===== src/rtl/sy_pkg.sv =====
// Shared fetch-side types and helpers: the instruction-buffer lane record and
// the RVC detector used by the realigner, the fetch path and the decompressor.
package sy_pkg;

  // Number of instruction lanes pushed into the instruction buffer per cycle.
  localparam int unsigned INSTR_PER_FETCH = 2;

  // One instruction-buffer lane as produced by the realigner.
  typedef struct packed {
    logic        valid;
    logic [63:0] pc;
    logic [63:0] npc;
    logic [31:0] instr;
  } lane_t;

  // A halfword starts a compressed instruction unless its low two bits are 11.
  function automatic logic is_compressed(input logic [15:0] hw);
    return (hw[1:0] != 2'b11);
  endfunction

endpackage


===== src/rtl/sy_ppl_instr_realign.sv =====
// Fetch realigner: splits 32-bit halfword-addressed fetch blocks into up to two
// aligned RVC/RV64 instructions. It carries the lower half of a 32-bit
// instruction that straddles two blocks, and registers the lanes in one
// output stage that feeds the instruction buffer.
module sy_ppl_instr_realign
  import sy_pkg::*;
(
  input  logic                          clk_i,
  input  logic                          rst_i,
  input  logic                          flush_i,
  input  logic                          fet_valid_i,
  input  logic [63:0]                   fet_vaddr_i,
  input  logic [31:0]                   fet_data_i,
  input  logic                          fet_ex_i,
  output logic                          fet_ready_o,
  input  logic                          ibuf_ready_i,
  output logic [INSTR_PER_FETCH-1:0]    ibuf_valid_o,
  output logic [INSTR_PER_FETCH*64-1:0] ibuf_pc_o,
  output logic [INSTR_PER_FETCH*64-1:0] ibuf_npc_o,
  output logic [INSTR_PER_FETCH*32-1:0] ibuf_instr_o,
  output logic                          ibuf_ex_o
);

  // Carry state: lower halfword of a straddling 32-bit instruction and its pc.
  logic        carry_v_r;
  logic [15:0] carry_instr_r;
  logic [63:0] carry_pc_r;

  // Output stage.
  logic                             out_v_r;
  logic                             out_ex_r;
  lane_t [INSTR_PER_FETCH-1:0]      out_lane_r;

  // Realign results for the block currently presented.
  lane_t [INSTR_PER_FETCH-1:0]      lane_n_s;
  logic                             ex_n_s;
  logic                             carry_set_s;
  logic [15:0]                      carry_instr_n_s;
  logic [63:0]                      carry_pc_n_s;

  logic        accept_s;
  logic        carry_usable_s;
  logic [15:0] lo_s;
  logic [15:0] hi_s;
  logic [63:0] hi_pc_s;

  assign fet_ready_o    = ~out_v_r | ibuf_ready_i;
  assign accept_s       = fet_valid_i & fet_ready_o;
  assign lo_s           = fet_data_i[15:0];
  assign hi_s           = fet_data_i[31:16];
  // The upper halfword always lives at the block base with bit1 set.
  assign hi_pc_s        = {fet_vaddr_i[63:2], 2'b10};
  // The carry only continues if this block is the very next halfword after it.
  assign carry_usable_s = carry_v_r & (fet_vaddr_i == (carry_pc_r + 64'd2));

  // Split the presented block into lanes and decide the next carry contents.
  always_comb begin
    lane_n_s        = '0;
    ex_n_s          = 1'b0;
    carry_set_s     = 1'b0;
    carry_instr_n_s = 16'h0000;
    carry_pc_n_s    = 64'd0;
    if (fet_ex_i) begin
      // Faulting block: lane 0 carries the fault with a zero instruction, data ignored.
      lane_n_s[0].valid = 1'b1;
      lane_n_s[0].pc    = fet_vaddr_i;
      lane_n_s[0].npc   = fet_vaddr_i + 64'd4;
      lane_n_s[0].instr = 32'h0000_0000;
      ex_n_s            = 1'b1;
    end else if (carry_usable_s) begin
      // Complete the straddling instruction, then treat the upper halfword.
      lane_n_s[0].valid = 1'b1;
      lane_n_s[0].pc    = carry_pc_r;
      lane_n_s[0].npc   = carry_pc_r + 64'd4;
      lane_n_s[0].instr = {lo_s, carry_instr_r};
      if (is_compressed(hi_s)) begin
        lane_n_s[1].valid = 1'b1;
        lane_n_s[1].pc    = hi_pc_s;
        lane_n_s[1].npc   = hi_pc_s + 64'd2;
        lane_n_s[1].instr = {16'h0000, hi_s};
      end else begin
        carry_set_s     = 1'b1;
        carry_instr_n_s = hi_s;
        carry_pc_n_s    = hi_pc_s;
      end
    end else if (!fet_vaddr_i[1]) begin
      lane_n_s[0].valid = 1'b1;
      lane_n_s[0].pc    = fet_vaddr_i;
      if (!is_compressed(lo_s)) begin
        lane_n_s[0].npc   = fet_vaddr_i + 64'd4;
        lane_n_s[0].instr = fet_data_i;
      end else begin
        lane_n_s[0].npc   = fet_vaddr_i + 64'd2;
        lane_n_s[0].instr = {16'h0000, lo_s};
        if (is_compressed(hi_s)) begin
          lane_n_s[1].valid = 1'b1;
          lane_n_s[1].pc    = hi_pc_s;
          lane_n_s[1].npc   = hi_pc_s + 64'd2;
          lane_n_s[1].instr = {16'h0000, hi_s};
        end else begin
          carry_set_s     = 1'b1;
          carry_instr_n_s = hi_s;
          carry_pc_n_s    = hi_pc_s;
        end
      end
    end else begin
      // Entry at the upper half (jump target): only hi is considered.
      if (is_compressed(hi_s)) begin
        lane_n_s[0].valid = 1'b1;
        lane_n_s[0].pc    = fet_vaddr_i;
        lane_n_s[0].npc   = fet_vaddr_i + 64'd2;
        lane_n_s[0].instr = {16'h0000, hi_s};
      end else begin
        carry_set_s     = 1'b1;
        carry_instr_n_s = hi_s;
        carry_pc_n_s    = fet_vaddr_i;
      end
    end
  end

  // Carry register: updates only when a block is accepted; flush drops it.
  always_ff @(posedge clk_i) begin
    if (rst_i) begin
      carry_v_r     <= 1'b0;
      carry_instr_r <= 16'h0000;
      carry_pc_r    <= 64'd0;
    end else if (flush_i) begin
      carry_v_r     <= 1'b0;
    end else if (accept_s) begin
      carry_v_r     <= carry_set_s;
      carry_instr_r <= carry_instr_n_s;
      carry_pc_r    <= carry_pc_n_s;
    end else begin
      carry_v_r     <= carry_v_r;
    end
  end

  // Output stage: load on accept, drain when the buffer takes it, hold otherwise.
  always_ff @(posedge clk_i) begin
    if (rst_i) begin
      out_v_r    <= 1'b0;
      out_ex_r   <= 1'b0;
      out_lane_r <= '0;
    end else if (flush_i) begin
      out_v_r             <= 1'b0;
      out_ex_r            <= 1'b0;
      out_lane_r[0].valid <= 1'b0;
      out_lane_r[1].valid <= 1'b0;
    end else if (accept_s) begin
      out_v_r    <= 1'b1;
      out_ex_r   <= ex_n_s;
      out_lane_r <= lane_n_s;
    end else if (ibuf_ready_i) begin
      out_v_r    <= 1'b0;
    end else begin
      out_v_r    <= out_v_r;
    end
  end

  // Drive the flat lane ports; valid and fault are masked while flushing.
  always_comb begin
    ibuf_valid_o = {INSTR_PER_FETCH{1'b0}};
    ibuf_ex_o    = 1'b0;
    if (out_v_r && !flush_i) begin
      for (int i = 0; i < INSTR_PER_FETCH; i++) begin
        ibuf_valid_o[i] = out_lane_r[i].valid;
      end
      ibuf_ex_o = out_ex_r;
    end else begin
      ibuf_valid_o = {INSTR_PER_FETCH{1'b0}};
      ibuf_ex_o    = 1'b0;
    end
    for (int i = 0; i < INSTR_PER_FETCH; i++) begin
      ibuf_pc_o[i*64 +: 64]    = out_lane_r[i].pc;
      ibuf_npc_o[i*64 +: 64]   = out_lane_r[i].npc;
      ibuf_instr_o[i*32 +: 32] = out_lane_r[i].instr;
    end
  end

endmodule


===== config.mk =====
export PLATFORM = sky130hd
export DESIGN_NAME = sy_ppl_instr_realign
export DESIGN_NICKNAME = d
export VERILOG_FILES = /design/src/rtl/sy_pkg.sv /design/src/rtl/sy_ppl_instr_realign.sv
export SDC_FILE = /design/constraint.sdc
export NUM_CORES = 1
export LEC_CHECK = 0
export ABC_AREA = 1
export BUFFER_PORTS_ARGS = -buffer_cell sky130_fd_sc_hd__buf_2
export CAP_MARGIN = 20
export CORE_UTILIZATION = 45
export DETAILED_ROUTE_END_ITERATION = 7
export PLACE_DENSITY = 0.76
export SYNTH_ARGS = -nofsm -noshare
export SYNTH_HDL_FRONTEND = slang
export SYNTH_SLANG_ARGS = --single-unit
export TNS_END_PERCENT = 10

===== constraint.sdc =====
create_clock -name clk_i -period 5.95 [get_ports clk_i]
set_input_delay 0.2975 -clock clk_i [delete_from_list [all_inputs] [get_ports clk_i]]
set_output_delay 0.2975 -clock clk_i [all_outputs]
set_load 0.01 [all_outputs]

# Word-level counts from Yosys, hierarchy flattened
# Index checks and enable logic that the tools add are counted.
[totals]
inputBits = 102
wordCells = 61
out_inout_bits = 324
reg_bits = 405
[classes]
n_addsub = 5
muxes = 30
bitwise = 5
n_reduce_logical = 5
eq_ne = 3
[ops]
columns = ["op", "count"]
rows = [
  ["$mux 161", 7],
  ["$mux 64", 6],
  ["$mux 322", 1],
  ["$add 64x2->64 const B", 3],
  ["$add 64x3->64 const B", 2],
  ["$mux 96", 1],
  ["$mux 16", 5],
  ["$eq 64x64->1", 1],
  ["$mux 1", 9],
  ["$ne 2x2->1 const B", 2],
  ["$and 1x1->1", 2],
  ["$mux 2", 1],
  ["$not 1->1", 2],
  ["$reduce_and 2->1", 1],
  ["$reduce_bool 2->1", 1],
  ["$reduce_or 2->1", 1],
  ["$logic_and 1x1->1", 1],
  ["$logic_not 1->1", 1],
  ["$or 1x1->1", 1],
]

# Logic depth before layout (Yosys ltp)
# Gate-level depths: netlist of the first run.
[logic_depth]
ltp_word = 6
depth_mapped = 24
mapped_depth_nobuf = 23

# Worst setup path after synthesis of the first run
# No wires, ideal clock.
[synth_timing]
path_kind = "reg2reg"
start = "reg carry_pc_r[3]"
end = "reg out_lane_r, in the netlist ibuf_npc_o[60]"
arrival_ps = 2781
path_buffers = 2
required_ps = 5818
path_stages_with_launch = 19
path_slack_ps = 3037
setup_ps = 132
period_less_slack_ps = 2913
cell_sequence = "dfxtp_1 -> ha_1 -> nand2_1 -> nor2_4 -> nand2_1 -> nor2_4 -> nand2_2 -> o21ai_1 -> nand2_1 -> nor2_1 -> nand2_1 -> nor2_1 -> nand3_1 -> nor2_2 -> buf_2 -> buf_2 -> a21oi_1 -> o21ai_0 -> a21oi_1"
[synth_between]
elab_chain_len = 5
word_cells_on_any_way = 6
cone_classes = "2 x add/sub; 1 x eq/ne; 2 x mux; 1 x bitwise"
[synth_lines]
columns = ["item", "line", "source"]
rows = [
  ["start: declaration", "sy_ppl_instr_realign.sv:27", "logic [63:0] carry_pc_r;"],
  ["start signal: assignment", "sy_ppl_instr_realign.sv:132", "carry_pc_r <= carry_pc_n_s;"],
  ["$add 64x2->64", "sy_ppl_instr_realign.sv:54", "assign carry_usable_s = carry_v_r & (fet_vaddr_i == (carry_pc_r + 64'd2));"],
  ["$eq 64x64->1", "sy_ppl_instr_realign.sv:54", ""],
  ["$and 1x1->1", "sy_ppl_instr_realign.sv:54", ""],
  ["$mux 322 *", "sy_ppl_instr_realign.sv:70", "end else if (carry_usable_s) begin"],
  ["$mux 161 *", "sy_ppl_instr_realign.sv:63", "if (fet_ex_i) begin"],
  ["end signal: assignment", "sy_ppl_instr_realign.sv:152", "out_lane_r <= lane_n_s;"],
  ["end: declaration", "sy_ppl_instr_realign.sv:32", "lane_t [INSTR_PER_FETCH-1:0] out_lane_r;"],
]
# Mark *: on every way between the ends. The rest lies on a longest branch, timed or not.
# A chain may end at the register's enable or synchronous reset.

# Worst setup path after layout of the first run
[layout_timing]
start = "reg carry_pc_r[1]"
end = "reg out_lane_r, in the netlist ibuf_pc_o[92]"
[layout_between]
elab_chain_len = 5
[layout_lines]
columns = ["item", "line"]
rows = [
  ["$add 64x2->64", "sy_ppl_instr_realign.sv:54"],
  ["$eq 64x64->1", "sy_ppl_instr_realign.sv:54"],
  ["$and 1x1->1", "sy_ppl_instr_realign.sv:54"],
  ["$mux 322", "sy_ppl_instr_realign.sv:70"],
  ["$mux 161", "sy_ppl_instr_realign.sv:63"],
]
# No other way between the ends.

==> summary.txt, run 1 <==
Timing
  • Worst clock skew on the final layout: 0.02335 ns
  • Transition time of the tightest slew-check pin: 1.139 ns
  • Unrepaired setup endpoints after global routing: no
  • Post-route clock period utilization: 82.35%
  • Upper clock frequency limit: 0.2041 GHz
  • Shortest period the worst path allows: slightly below 5 ns
  • Total negative slack: 0 ns
  • Rel. slew slack: 24.10%
  • Number of setup violations in the final report: 0
  • Final Max Tran Viols: 0
  • Number of hold-slack violations in the final timing report: 0

GRT
  • Overall global routing resource usage: between 30% and 40%
  • Via count of the first global-routing pass: around 28k
  • Total congestion overflow after global routing: 0
  • Global-route wire length before repair: between 150000 and 200000 µm
  • Maximum number of pins on one net before global-route repair: 167
  • Antenna violations before repair: 1

Power
  • Part of the total power dissipated in the clock network: between 40 and 50%
  • Switching pwr: 1963 µW
  • Share of total power in sequential cells: ~41%
  • Leakage: roughly 0.013 µW
  • Part of the power in combinational logic: approximately 16%
  • Share of total power consumed by net switching: 30.18%
  • IR drop worst, VDD: approximately 0.00019 V
  • Total Power Consumption: 6505 µW
  • Pwr dens: about 220 nW/µm²
  • Cell-internal power: about 4500 µW

Layout
  • Most common cell after layout, fill and taps aside: sky130_fd_sc_hd__nand2_1
  • Area growth syn-to-layout: 4.644%
  • Final-stage net count: 4570
  • Layout cells sized above 1: 13.17%
  • Post-Layout Inst Area: 29260 µm²
  • Leading cell types in the layout, fill and taps excluded: 1344 x sky130_fd_sc_hd__nand2_1, 487 x sky130_fd_sc_hd__a21oi_1, 405 x sky130_fd_sc_hd__buf_2

Worst setup path
  • End of the worst register-to-register path: ibuf_pc_o[92]
  • Delay of the slowest cell on the worst path: 0.72 ns
  • Crit path max fanout: 54
  • Cells traversed along the worst timing path: nand2_1 > nor2_4 > inv_1 > nor2_1 > nand4_1 > xor2_1 > nand3_1 > nor2_1 > nand2_1 > buf_4 > inv_2 > nand2_4 > nand2_4 > nand3_2 > inv_4 > buf_4 > nand2_1 > a21oi_1
  • Most repeated library cell on the critical path: sky130_fd_sc_hd__nand2_1
  • Worst reg2reg path depth: 18
  • Cell with the biggest individual delay on the critical path: sky130_fd_sc_hd__dfxtp_1
  • Worst setup EP type: flop
  • Start of the worst register-to-register path: carry_pc_r[1]
  • Category of the most critical setup path: flop to flop
  • Flop2flop setup slack: 1.05 ns
  • WP data required: 6.45 ns
  • Category of the worst setup path launch point: flop
  • Data arrival time of the critical path: about 5.4 ns

Hold path
  • Beginning of the worst hold path: fet_data_i[24]
  • Hold Crit Depth: 3
  • Classification of the worst-slack hold path: input port to flop
  • Worst Hold Endpoint: ibuf_instr_o[40]

Synth
  • Total of warnings raised by yosys: 0
  • Main flop type after synthesis: sky130_fd_sc_hd__dfxtp_1
  • Count of cell types in the netlist: 47
  • Post-synthesis async set-or-reset flop share: 0%
  • Post-Synthesis Cells: 4579
  • Cell Area, Synth: about 28000 µm²
  • Synthesized area per cell: 6.107 µm²
  • Number of enable-type register cells in the synthesized netlist: 0
  • Post-synthesis sequential area ratio: 27.49%
  • Number of storage elements in the synthesis netlist: 384

Floorplanning
  • Placeable core area: 61600 µm²
  • Floorplan die width: 251.3 µm
  • Number of placed I/O pins: 426
  • DIE AREA: 63140 µm²
  • DIE HEIGHT: ~250 µm
  • Initial core utilization: a little under half
  • FP Rows: 91

Placed design
  • HPWL reported at the end of detailed placement: 98670 µm
  • Number of buffer cells added on primary ports: between 400 and 500
  • Dpl cell area: 27750 µm²
  • Final estimated routing congestion in global placement: around 1.1

CTS
  • Number of gates resized after cts: 0
  • Post-CTS setup buffer count: 0
  • CTS tree: yes
  • Skew-Pair Late Insertion Delay: around 0.6 ns
  • Root buffer selected by CTS: sky130_fd_sc_hd__clkbuf_16
  • Clock transition at path regs: 0.06 ns
  • Number of clock sinks: 384
  • Cts bufs inserted: between 40 and 50
  • Clock buffer depth: 3
  • Number of H-tree levels: 2

Drt
  • Iter 0 DRT Violations: 4268
  • WL final: between 100000 and 150000 µm
  • Antenna-violating nets left: 0
  • Via density: 5.738
  • Remaining DRCs: 0
  • Routed wirelength normalized by instance count: between 20 and 25 µm
  • Total number of vias: a little over 30k
  • Number of detailed-route iterations in the first pass: 6

Job
  • Reported max-cap violation count: 0

Status
  • Result of the run: finished, final reports clean
## how the worst max path moves through the flow
stage | start | endpoint | slack (ns) | cells past startpoint
5_1_grt | carry_pc_r[1] | ibuf_pc_o[92] | 0.80 | 22
3_5_place_dp | carry_pc_r[1] | ibuf_pc_o[92] | 1.25 | 18
6_report | carry_pc_r[1] | ibuf_pc_o[92] | 1.05 | 18
4_1_cts | carry_pc_r[1] | ibuf_pc_o[92] | 1.22 | 18
3_3_place_gp | carry_pc_r[1] | ibuf_pc_o[98] | 1.31 | 18
2_1_floorplan | carry_pc_r[3] | ibuf_npc_o[60] | 3.04 | 18
## synth_stat cells (2+ instances only)
cell type / number / share of area, %
sky130_fd_sc_hd__clkinv_1: 5 / 0.067
sky130_fd_sc_hd__nand3_1: 306 / 5.5
sky130_fd_sc_hd__nor2_4: 15 / 0.60
sky130_fd_sc_hd__a21oi_1: 487 / 8.7
sky130_fd_sc_hd__o22ai_1: 18 / 0.40
sky130_fd_sc_hd__or2_2: 5 / 0.11
sky130_fd_sc_hd__o21ai_1: 59 / 1.1
sky130_fd_sc_hd__o21ai_0: 115 / 2.1
sky130_fd_sc_hd__o32ai_1: 4 / 0.13
sky130_fd_sc_hd__buf_2: 52 / 0.93
sky130_fd_sc_hd__a22o_1: 4 / 0.13
sky130_fd_sc_hd__buf_4: 332 / 8.9
sky130_fd_sc_hd__o211ai_1: 23 / 0.62
sky130_fd_sc_hd__xnor2_1: 39 / 1.2
sky130_fd_sc_hd__inv_1: 341 / 4.6
sky130_fd_sc_hd__ha_1: 4 / 0.18
sky130_fd_sc_hd__nor2_1: 389 / 5.2
sky130_fd_sc_hd__nand2_4: 2 / 0.081
sky130_fd_sc_hd__clkbuf_2: 12 / 0.21
sky130_fd_sc_hd__nand4_1: 86 / 1.9
sky130_fd_sc_hd__buf_6: 13 / 0.52
sky130_fd_sc_hd__o21a_1: 4 / 0.11
sky130_fd_sc_hd__nand3b_1: 4 / 0.11
sky130_fd_sc_hd__and3_1: 3 / 0.067
sky130_fd_sc_hd__nor2_2: 16 / 0.36
sky130_fd_sc_hd__a22oi_1: 30 / 0.81
sky130_fd_sc_hd__clkbuf_1: 227 / 3.0
sky130_fd_sc_hd__nor3_1: 56 / 1.0
sky130_fd_sc_hd__nand2_1: 1344 / 18
sky130_fd_sc_hd__xnor3_1: 2 / 0.16
sky130_fd_sc_hd__o21bai_1: 14 / 0.38
sky130_fd_sc_hd__nor4_1: 12 / 0.27
sky130_fd_sc_hd__buf_1: 2 / 0.027
sky130_fd_sc_hd__xor2_1: 132 / 4.1
sky130_fd_sc_hd__dfxtp_1: 384 / 27
sky130_fd_sc_hd__nand2_2: 16 / 0.36
sky130_fd_sc_hd__inv_2: 12 / 0.16
## routing by layer
layer,global-route usage [%],vias up,wire length [µm]
met1,54.89,14220,52830
met2,58.01,1995,53670
met5,0,-,12
met4,15.87,2,5796
met3,8.449,334,15710
li1,-,14060,-
## power groups by stage
stage / clock network (µW) / registers (µW) / logic, µW
2_1_floorplan: 0 / 2730 / 698
5_1_grt: 2890 / 2700 / 1090
4_1_cts: 2810 / 2690 / 990
3_3_place_gp: 0 / 2740 / 981
6_report: 2780 / 2690 / 1030
3_5_place_dp: 0 / 2750 / 982
## flip-flops by register name (all words and copies together) (netlist names)
register / flops
carry_instr_r: 15
carry_pc_r: 64
ibuf_pc_o: 127
out_lane_r: 2
out_v_r: 1
carry_v_r: 1
out_ex_r: 1
ibuf_npc_o: 125
ibuf_instr_o: 48
## kinds of logic (layout without fill, tap and decap cells)
family          after synthesis  in the layout  share of synthesized area (%)
simple gates               2258           2258                          33.78
buf+inv                     996            895                          18.46
compound gates              763            763                          14.56
flops                       384            384                          27.49
xor+xnor                    173            173                          5.517
fa+ha+maj                     4              4                         0.1790
other cells                   1             20                        0.01341
## metrics by stage
step                      cells  hold slack (ns)  worst slack, ns  utilization (%)
after detailed placement   5249           0.4517            1.248            45.04
after global routing       5333          0.01538           0.8002            47.50
final                      5334          0.02246            1.050            47.51
after CTS                  5332         0.005636            1.224            47.47
after floorplan            4597           0.4403            3.037                -
after global placement     5249           0.4488            1.313            45.04
## critical path: cells and delay by family, from the launching register on
kind,cells,cell delay [ns]
AOI/OAI and AO/OA,1,0.15
xor gates and xnor gates,1,0.44
buffers and inverters,5,0.98
DFF,1,0.72
and+or+nand+nor,11,2.40
## repair_timing
item | CTS | global route
hold buffers | 6 | 0
endpoints found under the hold margin | 6 | 0
setup endpoints to repair | 0 | 0
## final cells by class
type	instances	area, µm²
antenna	1	2.502
clock buffer	62	1240
clock inverter	15	195.2
fill	6545	32330
inverter	358	1354
multi-input combinational	3217	15200
sequential	384	7687
tap	837	1047
timing repair buffer	460	2537
Note: power is estimated with default switching activity, not from simulation.
==> run 2, diff against run 1 <==
==> constraint.sdc (replaced) <==
create_clock -name clk_i -period 5 [get_ports clk_i]
set_input_delay 0.25 -clock clk_i [delete_from_list [all_inputs] [get_ports clk_i]]
set_output_delay 0.25 -clock clk_i [all_outputs]
set_load 0.01 [all_outputs]
==> run 2 against run 1 <==
Against the previous run: highest routed layer unchanged; design area rose by 0.97%; setup slack got worse by 0.72 ns; worst hold slack got worse by 0.0025 ns.
==> summary.txt, run 2 (same netlist as run 1, synthesis figures left out) <==
Floorplanning
  • Placeable core area: 61600 µm²
  • Number of placed I/O pins: approximately 430
  • FP Rows: 91
  • DIE AREA: approximately 63000 µm²
  • Floorplan die width: around 250 µm
  • DIE HEIGHT: ~250 µm
  • Initial core utilization: 45.40%

CTS
  • Root buffer selected by CTS: sky130_fd_sc_hd__clkbuf_16
  • Cts bufs inserted: 42
  • Clock transition at path regs: approximately 0.070 ns
  • Count of hold buffers inserted by post-cts repair: 17
  • Number of gates resized after cts: 0
  • CTS tree: yes
  • Post-CTS setup buffer count: 0
  • Clock buffer depth: 3
  • Number of clock sinks: 384
  • Skew-Pair Late Insertion Delay: 0.60 ns
  • Number of H-tree levels: 2

Worst setup path
  • Category of the worst setup path launch point: flop
  • Flop2flop setup slack: 0.33 ns
  • WP data required: 5.49 ns
  • Data arrival time of the critical path: just over 5 ns
  • Worst setup EP type: flop
  • Crit path max fanout: 84
  • Category of the most critical setup path: flop to flop

Drt
  • Antenna-violating nets left: 0
  • Routed wirelength normalized by instance count: 25.29 µm
  • Metal1 wirelength: 57510 µm
  • Total number of vias: 30.86k
  • Met2 Routed Length: 57370 µm
  • Number of detailed-route iterations in the first pass: 7
  • Via density: 5.750
  • Top layer reached by signal wires: met5
  • WL met3: 15150 µm
  • Remaining DRCs: 0
  • WL final: 135700 µm
  • Iter 0 DRT Violations: 4665

GRT
  • Overall global routing resource usage: 41.51%
  • Total congestion overflow after global routing: 0
  • Maximum number of pins on one net before global-route repair: roughly 160
  • Via count of the first global-routing pass: 27.75k
  • Global-route wire length before repair: between 150000 and 200000 µm
  • Antenna violations before repair: 4

Job
  • Reported max-cap violation count: 0

Power
  • Part of the total power dissipated in the clock network: 41.6%
  • Pwr dens: 258.6 nW/µm²
  • IR drop worst, VDD: approximately 0.0003 V
  • Leakage: 0.01282 µW
  • Share of total power consumed by net switching: 31.02%
  • Cell-internal power: 5271 µW
  • Switching pwr: 2370 µW
  • Part of the power in combinational logic: 16.5%
  • Share of total power in sequential cells: 41.9%

Timing
  • Transition time of the tightest slew-check pin: 1.042 ns
  • Number of setup violations in the final report: 0
  • Worst clock skew on the final layout: 0.02758 ns
  • Rel. slew slack: 30.01%
  • Post-route worst hold slack: 0.01999 ns
  • Total negative slack: 0 ns
  • Shortest period the worst path allows: about 4.7 ns
  • Unrepaired setup endpoints after global routing: no
  • Upper clock frequency limit: around 0.21 GHz
  • Final Max Tran Viols: 0
  • Post-route clock period utilization: 93.42%
  • Number of hold-slack violations in the final timing report: 0

Layout
  • Max FFs per register: 127
  • Number of inserted filler cells in the final layout: 6607
  • Most common cell after layout, fill and taps aside: sky130_fd_sc_hd__nand2_1
  • Final non-filler cell total: 5366
  • Layout cells sized above 1: a little over an eighth
  • Leading cell types in the layout, fill and taps excluded: 1344 x sky130_fd_sc_hd__nand2_1, 487 x sky130_fd_sc_hd__a21oi_1, 405 x sky130_fd_sc_hd__buf_2
  • Final-stage net count: around 4.6k
  • Final Util: 47.97%
  • Area growth syn-to-layout: 5.660%

Hold path
  • Classification of the worst-slack hold path: input port to flop

Placed design
  • Placed cell count: 5275
  • Final estimated routing congestion in global placement: 1.077
  • HPWL reported at the end of detailed placement: 104900 µm
  • Number of buffer cells added on primary ports: 406

Status
  • Result of the run: finished, final reports clean
[run 2: cell type report]
class	instances	area, µm²	share of cell area (%)
antenna	1	2.502	0.008469
clock buffer	58	1201	4.065
clock inverter	15	157.7	0.5336
inverter	358	1354	4.582
multi-input combinational	3217	15200	51.44
sequential	384	7687	26.02
tap	837	1047	3.544
timing repair buffer	496	2898	9.807
[run 2: worst max-delay path, cell delays in order, from the launching register on]
cell	delay [ns]
sky130_fd_sc_hd__dfxtp_1	0.60
sky130_fd_sc_hd__nand2_1	0.21
sky130_fd_sc_hd__nor2_1	0.14
sky130_fd_sc_hd__buf_4	0.15
sky130_fd_sc_hd__nand2_1	0.23
sky130_fd_sc_hd__nor2_1	0.64
sky130_fd_sc_hd__nand4_1	0.16
sky130_fd_sc_hd__nand2_1	0.25
sky130_fd_sc_hd__nand2_1	0.09
sky130_fd_sc_hd__nor2_1	0.08
sky130_fd_sc_hd__nand2_1	0.12
sky130_fd_sc_hd__nor2_1	0.17
sky130_fd_sc_hd__nand2_1	0.24
sky130_fd_sc_hd__inv_2	0.20
sky130_fd_sc_hd__nand2_4	0.20
sky130_fd_sc_hd__nand2_4	0.16
sky130_fd_sc_hd__nand3_2	0.11
sky130_fd_sc_hd__inv_4	0.11
sky130_fd_sc_hd__buf_12	0.28
sky130_fd_sc_hd__nand2_1	0.10
sky130_fd_sc_hd__a21oi_1	0.16
[run 2: path summary, 6_finish.rpt]
check | startpoint | end | depth (start not counted)
worst min-delay path | fet_vaddr_i[5] | ibuf_pc_o[69] | 3
worst max register to register | carry_pc_r[34] | ibuf_pc_o[90] | 20
worst min register to register | ibuf_pc_o[19] | ibuf_pc_o[19] | 2
worst max-delay path | carry_pc_r[34] | ibuf_pc_o[90] | 20
[run 2: metal layers]
metal,vias up,GRT usage [%]
met3,304,10.19
met4,2,15.66
met1,14490,57.44
met5,-,0
met2,1923,61.81
li1,14140,-
[run 2: metrics by stage]
stage                     instance area (µm²)  setup WS (ns)  total power (µW)
after floorplan                         28030          2.087              4073
after global placement                  28020         0.5069              4463
after detailed placement                28020         0.4573              4463
after CTS                               29540         0.4190              7595
after global routing                    29550         0.1463              7837
final                                   29550         0.3288              7642
[run 2: power groups by stage]
stage	logic, µW	registers (µW)	clock network [µW]
6_report	1260	3200	3180
5_1_grt	1330	3210	3300
4_1_cts	1210	3200	3180
3_5_place_dp	1200	3270	0
3_3_place_gp	1200	3260	0
2_1_floorplan	830	3240	0
